**config.mk**
```make
export PLATFORM = sky130hd
export DESIGN_NAME = mat_vec_serializer
export DESIGN_NICKNAME = d
export VERILOG_FILES = /design/src/rtl/mat_vec_serializer.sv
export SDC_FILE = /design/constraint.sdc
export NUM_CORES = 2
export LEC_CHECK = 0
export BUFFER_PORTS_ARGS = -buffer_cell sky130_fd_sc_hd__buf_2
export CORE_AREA = 2 2 349 351
export CTS_BUF_LIST = sky130_fd_sc_hd__clkbuf_8 sky130_fd_sc_hd__clkbuf_16
export DETAILED_ROUTE_END_ITERATION = 10
export DIE_AREA = 0 0 351 353
export SYNTH_ARGS = -nofsm -noshare
export SYNTH_HDL_FRONTEND = slang
export SYNTH_SLANG_ARGS = --single-unit
```
**constraint.sdc**
```tcl
create_clock -name i_clk -period 3.4 [get_ports i_clk]
set_clock_uncertainty 0.05 [all_clocks]
set_input_delay 0.17 -clock i_clk [delete_from_list [all_inputs] [get_ports i_clk]]
set_output_delay 0.17 -clock i_clk [all_outputs]
set_load 0.02 [all_outputs]
```
**src/rtl/mat_vec_serializer.sv**
```systemverilog
// Snapshots the normal-equation matrix (lower triangle) and vector on frame end, then streams them one word per valid/ready transfer.
// Optional build macro MATSER_FULL_SYM_EN expands the stream to the full symmetric 6x6 matrix (42 words).
module mat_vec_serializer #(
  parameter int DATA_BW = 32,
  parameter int IDX_BW  = 6
) (
  input  logic                   i_clk,
  input  logic                   i_rst,
  input  logic                   i_frame_end,
  input  logic [21*DATA_BW-1:0]  i_mat_flat,
  input  logic [6*DATA_BW-1:0]   i_vec_flat,
  input  logic                   i_ready,
  output logic                   o_valid,
  output logic [DATA_BW-1:0]     o_data,
  output logic [IDX_BW-1:0]      o_idx,
  output logic                   o_last,
  output logic                   o_busy,
  output logic                   o_overrun
);

`ifdef MATSER_FULL_SYM_EN
  localparam int N = 42;
`else
  localparam int N = 27;
`endif
  localparam logic [IDX_BW-1:0] LAST_IDX = IDX_BW'(N - 1);

  typedef enum logic {IDLE, SEND} state_t;

  state_t                 state_q, state_d;
  logic [IDX_BW-1:0]      idx_q, idx_d, idx_nxt;
  logic [DATA_BW-1:0]     data_q, data_d;
  logic                   last_q, last_d;
  logic                   overrun_q, overrun_d;
  logic [21*DATA_BW-1:0]  snap_mat_q, snap_mat_d;
  logic [6*DATA_BW-1:0]   snap_vec_q, snap_vec_d;

  // Column-major lower-triangle slot of Mat_rc, r >= c.
  function automatic int mat_slot(input int r, input int c);
    return c * 6 - (c * (c - 1)) / 2 + (r - c);
  endfunction

  function automatic logic [DATA_BW-1:0] word_sel(
    input logic [IDX_BW-1:0]     idx,
    input logic [21*DATA_BW-1:0] mat,
    input logic [6*DATA_BW-1:0]  vec
  );
    int i;
    logic [DATA_BW-1:0] w;
    i = int'(idx);
    w = '0;
`ifdef MATSER_FULL_SYM_EN
    if (i < 36) begin
      if (i / 6 >= i % 6) w = mat[mat_slot(i / 6, i % 6) * DATA_BW +: DATA_BW];
      else                w = mat[mat_slot(i % 6, i / 6) * DATA_BW +: DATA_BW];
    end else if (i < 42) begin
      w = vec[(i - 36) * DATA_BW +: DATA_BW];
    end
`else
    if (i < 21)      w = mat[i * DATA_BW +: DATA_BW];
    else if (i < 27) w = vec[(i - 21) * DATA_BW +: DATA_BW];
`endif
    return w;
  endfunction

  assign idx_nxt = idx_q + 1'b1;

  always_comb begin
    state_d    = state_q;
    idx_d      = idx_q;
    data_d     = data_q;
    last_d     = last_q;
    overrun_d  = 1'b0;
    snap_mat_d = snap_mat_q;
    snap_vec_d = snap_vec_q;
    case (state_q)
      IDLE: begin
        if (i_frame_end) begin
          // First word is loaded from the values being captured so it is valid one cycle later.
          snap_mat_d = i_mat_flat;
          snap_vec_d = i_vec_flat;
          idx_d      = '0;
          data_d     = word_sel('0, i_mat_flat, i_vec_flat);
          last_d     = (LAST_IDX == '0);
          state_d    = SEND;
        end
      end
      SEND: begin
        overrun_d = i_frame_end;
        if (i_ready) begin
          if (idx_q == LAST_IDX) begin
            state_d = IDLE;
            idx_d   = '0;
            data_d  = '0;
            last_d  = 1'b0;
          end else begin
            idx_d  = idx_nxt;
            data_d = word_sel(idx_nxt, snap_mat_q, snap_vec_q);
            last_d = (idx_nxt == LAST_IDX);
          end
        end
      end
      default: state_d = IDLE;
    endcase
  end

  always_ff @(posedge i_clk) begin
    if (i_rst) begin
      state_q    <= IDLE;
      idx_q      <= '0;
      data_q     <= '0;
      last_q     <= 1'b0;
      overrun_q  <= 1'b0;
      snap_mat_q <= '0;
      snap_vec_q <= '0;
    end else begin
      state_q    <= state_d;
      idx_q      <= idx_d;
      data_q     <= data_d;
      last_q     <= last_d;
      overrun_q  <= overrun_d;
      snap_mat_q <= snap_mat_d;
      snap_vec_q <= snap_vec_d;
    end
  end

  assign o_valid   = (state_q == SEND);
  assign o_busy    = (state_q == SEND);
  assign o_data    = data_q;
  assign o_idx     = idx_q;
  assign o_last    = last_q;
  assign o_overrun = overrun_q;

endmodule

```
After elaboration in Yosys (flattened, before gate mapping)
Cells that the tools add are included.
{"block": "word_totals", "reg_bits": 905, "in_bits": 868, "output_inout_bits": 42, "wordCells": 39}
{"block": "op_classes", "addsub": 2, "n_lt_le_gt_ge": 2, "eq_ne": 4, "n_shift": 2, "n_mux": 18, "bitwise_logic": 1, "reduce_logical": 3}
{"operator": "$shiftx 672x12->32", "count": 1}
{"operator": "$shiftx 192x12->32", "count": 1}
{"operator": "$mux 32", "count": 5}
{"operator": "$pmux 32 s2", "count": 1}
{"operator": "$mux 6", "count": 3}
{"operator": "$eq 6x5->1 const B", "count": 2}
{"operator": "$lt 6x5->1 const B", "count": 2}
{"operator": "$pmux 6 s2", "count": 1}
{"operator": "$sub 6x5->7 const B", "count": 1}
{"operator": "$add 6x1->6 const B", "count": 1}
{"operator": "$mux 1", "count": 6}
{"operator": "$ne 2x2->1 const B", "count": 2}
{"operator": "$pmux 1 s2", "count": 2}
{"operator": "$reduce_and 2->1", "count": 2}
{"operator": "$reduce_or 2->1", "count": 1}
{"operator": "$not 1->1", "count": 1}

Longest topological paths before layout
{"block": "depth", "ltp_word": 8, "ltp_mapped": 16, "ltp_nobuf": 8}

Worst setup path after synthesis
Ideal clock, no wire load.
{"block": "synth_path", "path_type": "register to register", "start": "register idx_q[0] (netlist: o_idx[0])", "end": "register data_q[31] (netlist: o_data[31])", "setup_time_ns": 0.126, "arrival_ns": 3.195, "t_required_ns": 3.224, "slack_ns": 0.029, "stages_incl_launch_ff": 15, "path_buffers": 7, "period_less_slack_ns": 3.371, "path_cell_list": "dfxtp_1 > buf_4 > buf_4 > buf_4 > inv_2 > buf_1 > ha_1 > buf_2 > buf_2 > clkbuf_1 > mux2_2 > a222oi_1 > o22ai_1 > nor2_1 > o211ai_1"}
{"block": "synth_via", "elab_chain_len": 8, "word_cells_on_any_way": 12, "classes_between": "add/sub (2); order compare (2); eq/ne (1); shift (2); mux (5)"}
{"element": "start, declared", "line": "31", "text": "logic [IDX_BW-1:0] idx_q, idx_d, idx_nxt;"}
{"element": "start signal, assigned", "line": "118", "text": "idx_q <= idx_d;"}
{"element": "$add 6x1->6", "line": "66", "text": "assign idx_nxt = idx_q + 1'b1;"}
{"element": "$sub 6x5->7", "line": "61", "text": "else if (i < 27) w = vec[(i - 21) * DATA_BW +: DATA_BW];"}
{"element": "$shiftx 192x12->32", "line": "61"}
{"element": "$mux 32", "line": "61"}
{"element": "$mux 32", "line": "60", "text": "if (i < 21) w = mat[i * DATA_BW +: DATA_BW];"}
{"element": "$mux 32 *", "line": "91", "text": "if (idx_q == LAST_IDX) begin"}
{"element": "$mux 32 *", "line": "90", "text": "if (i_ready) begin"}
{"element": "$pmux 32 s2 *", "line": "76", "text": "case (state_q)"}
{"element": "end signal, assigned", "line": "119", "text": "data_q <= data_d;"}
{"element": "end, declared", "line": "32", "text": "logic [DATA_BW-1:0] data_q, data_d;"}
Every way passes the cells marked *; elsewhere a longest branch is shown, timed or not. The select of a mux whose other input is x is not followed.
A chain may end at the register's enable or synchronous reset.

Final worst setup path
{"block": "layout_path", "start": "register idx_q[0] (netlist: o_idx[0])", "end": "register data_q[1] (netlist: o_data[1])"}
Same word-level chain as after synthesis.

==> flow_summary.toml <==
[cells_and_area]
multi_input_area_um2 = 19000
final_nets = 7329
fill_cells = 11200
regArea_um2 = 18100
layout_common_cells = "nand2_1 (1916), a21oi_1 (956), buf_2 (908)"
final_common_cell = "nand2_1"
areaGrowthSynthToFinish_pct = 48.8
final_util_pct = 47.8
stdcell_count = 8200
design_area_um2 = 57600
drive_gt1_share_pct = 21.9

[floorplan]
core_region_area_um2 = 121000
row_count = 128
fp.dieArea_um2 = 124000
start_util_pct = 32.1
die_h_um = 353
pin_count = 910
chipWidth_um = 351

[synth]
yosysWarnings = 0
ys_seq_area_share_pct = 46.8
avgSynthCellArea_um2 = 7.99
ys_ff_latch = 905
synthArstFlopShare_pct = 0
postSynthCellCount = 4848
synth_flop_cell = "dfxtp_1"
synth_edf_count = 0
syn-num-nets = 5719
netlist_area_um2 = 38700
ys_types = 59

[routing]
ant_nets = 0
drc = 0
routed_wl_um = 195000
initialDrtViolationCount = 4753
wl_per_cell_um = 23.8
vias = 43400
vias_per_cell = 5.30
firstDrtPassIters = 6

[worst_setup_path]
critPathSlowestCell = "o22ai_1"
worst-endpoint-arrival_ps = 3680
cp.required_ps = 3940
crit_type = "flip-flop to flip-flop"
crit_path_max_incr_delay_ps = 600
cpMostUsedCell = "buf_4"
cp-end-kind = "flip-flop"
crit_path_cell_trace = "inv_2 -> ha_4 -> buf_12 -> xor2_1 -> nand2_1 -> buf_4 -> o22ai_1 -> buf_4 -> nor2b_1 -> nand3_1 -> o311ai_1"
critPathMaxFanout = 33
worstSetupStartpointType = "flip-flop"

[power_and_ir_drop]
powerDensity_nw_per_um2 = 484
cellInternalPower_mw = 20.1
power_frac_comb_pct = 16.5
leakagePower_nw = 22.9
ir_drop_uv = 373
p_sw_share_pct = 28.0
p_total_mw = 27.9
p_switching_mw = 7.82
power_frac_clock_pct = 41.5
seq_power_share_pct = 42.0

[sta]
rsz0062_at_grt = "no"
worst_slack_ps = 263
tns_ps = 0
hold_viol = 0
finalSetupViolations = 0
maxSlewHeadroom_pct = 18.5
period_needed_ps = 3140
fmax_mhz = 319
whs_ps = 185
slew_viol_final = 0
finalCritPeriodShare_pct = 92.3
worst_slew_pin_slew_ps = 1220

[hold_path]
hold_path_class = "primary input to flip-flop"

[clock_network]
clock_sinks = 905
postCtsSetupRepairBufs = 0
htree_levels = 3
cts-resized-gates = 0
clock_path_buffers = 3
path_clk_slew_ps = 70
hold_buffers = 878
cts_tree = "done"
clkLatencyLatePin_ps = 710
numCtsBuffers = 101
cts_root_buffer = "clkbuf_16"

[place]
gp_congestion = 0.960
dpl.hpwl_um = 136000
placed_cells = 7102
io_buffers = 909
post-place-ws_ps = 349
placed_area_um2 = 45300

[grt]
grtUsageTotal_pct = 30.0
antenna_found_initial = 35
grt_overflow = 0
grtUsageMet3_pct = 6.07
busiest_layer = "met2"
grtUsageMet1_pct = 38.4
grt_max_degree = 222
met2_usage_pct = 46.8
grt_pass1_wl_um = 276000
grt_pass1_vias = 42800

[flow_run]
drv_cap = 0

[status]
status = "completed"
==> worst max-delay path, delay by kind of cell (launching register included) <==
kind / cells / cell delay [ps]
flip-flops: 1 / 390
buffers and inverters: 4 / 850
AO/OA/AOI/OAI: 2 / 700
XOR/XNOR: 1 / 210
AND/OR/NAND/NOR: 3 / 300
adder cells (fa/ha/maj): 1 / 500
==> sequential cells by signal, indices dropped and copies added (netlist names) <==
name / count
snap_mat_q: 672
o_busy: 1
snap_vec_q: 192
o_idx: 6
o_overrun: 1
o_last: 1
o_data: 32
==> worst paths after layout <==
check	startpoint	to	slack, ps	cells after the start
setup / recovery	o_idx[0]$_SDFFE_PP0P_	o_data[1]$_SDFFE_PP0P_	260	11
hold / removal	i_mat_flat[282]	snap_mat_q[282]$_SDFFE_PP0P_	180	4
setup reg to reg	o_idx[0]$_SDFFE_PP0P_	o_data[1]$_SDFFE_PP0P_	260	11
hold reg to reg	snap_mat_q[205]$_SDFFE_PP0P_	snap_mat_q[205]$_SDFFE_PP0P_	400	2
==> Yosys cell counts, types with 31 or more instances <==
library cell  count  area share, %
a21oi_1         958             12
a221oi_1         63            1.4
mux2i_1          37           0.96
nand2_1        1916             19
clkbuf_1        340            3.3
a21o_1           33           0.64
o22ai_1          41           0.66
buf_2            37           0.48
o311ai_1         31           0.70
o21bai_1         32           0.62
mux4_2          128            7.4
nand3_1          33           0.43
dfxtp_1         905             47
a22oi_1          31           0.60
nor2b_1          36           0.58
mux2_2           64            1.9
==> cells by family (layout without fill, tap and decap cells) <==
group	count (synthesis)	after routing	share of synthesized area, %
AOI/OAI and AO/OA	1222	1222	17.8
xor gates and xnor gates	5	5	0.132
adders and majority gates	3	3	0.0969
buffers and inverters	424	2119	4.42
DFF	905	905	46.8
muxes	229	229	10.3
other	0	32	0
and+or+nand+nor	2060	2060	20.6
==> power groups by stage <==
stage	registers, mW	clock network (mW)	logic (mW)
final	11.7	11.6	4.61
after detailed placement	11.9	0	3.70
after global placement	11.9	0	3.69
after CTS	11.7	11.7	4.53
after floorplan	11.7	0	2.00
after global routing	11.7	12.1	4.92
==> cell type report <==
type | count | area share [%]
Sequential cell | 905 | 31.4
Clock buffer | 124 | 4.95
Antenna cell | 32 | 0.139
Timing Repair Buffer | 1925 | 25.8
Clock inverter | 64 | 1.13
Tap cell | 1625 | 3.53
Multi-Input combinational cell | 3519 | 33.0
Inverter | 6 | 0.0478
==> per-layer routing <==
metal | part of all wire, % | up-vias
li1 | - | 19700
met1 | 41 | 20800
met2 | 45 | 2322
met3 | 8.3 | 653
met4 | 6.6 | 8
met5 | 0.025 | -
(Power assumes the default switching activity.)
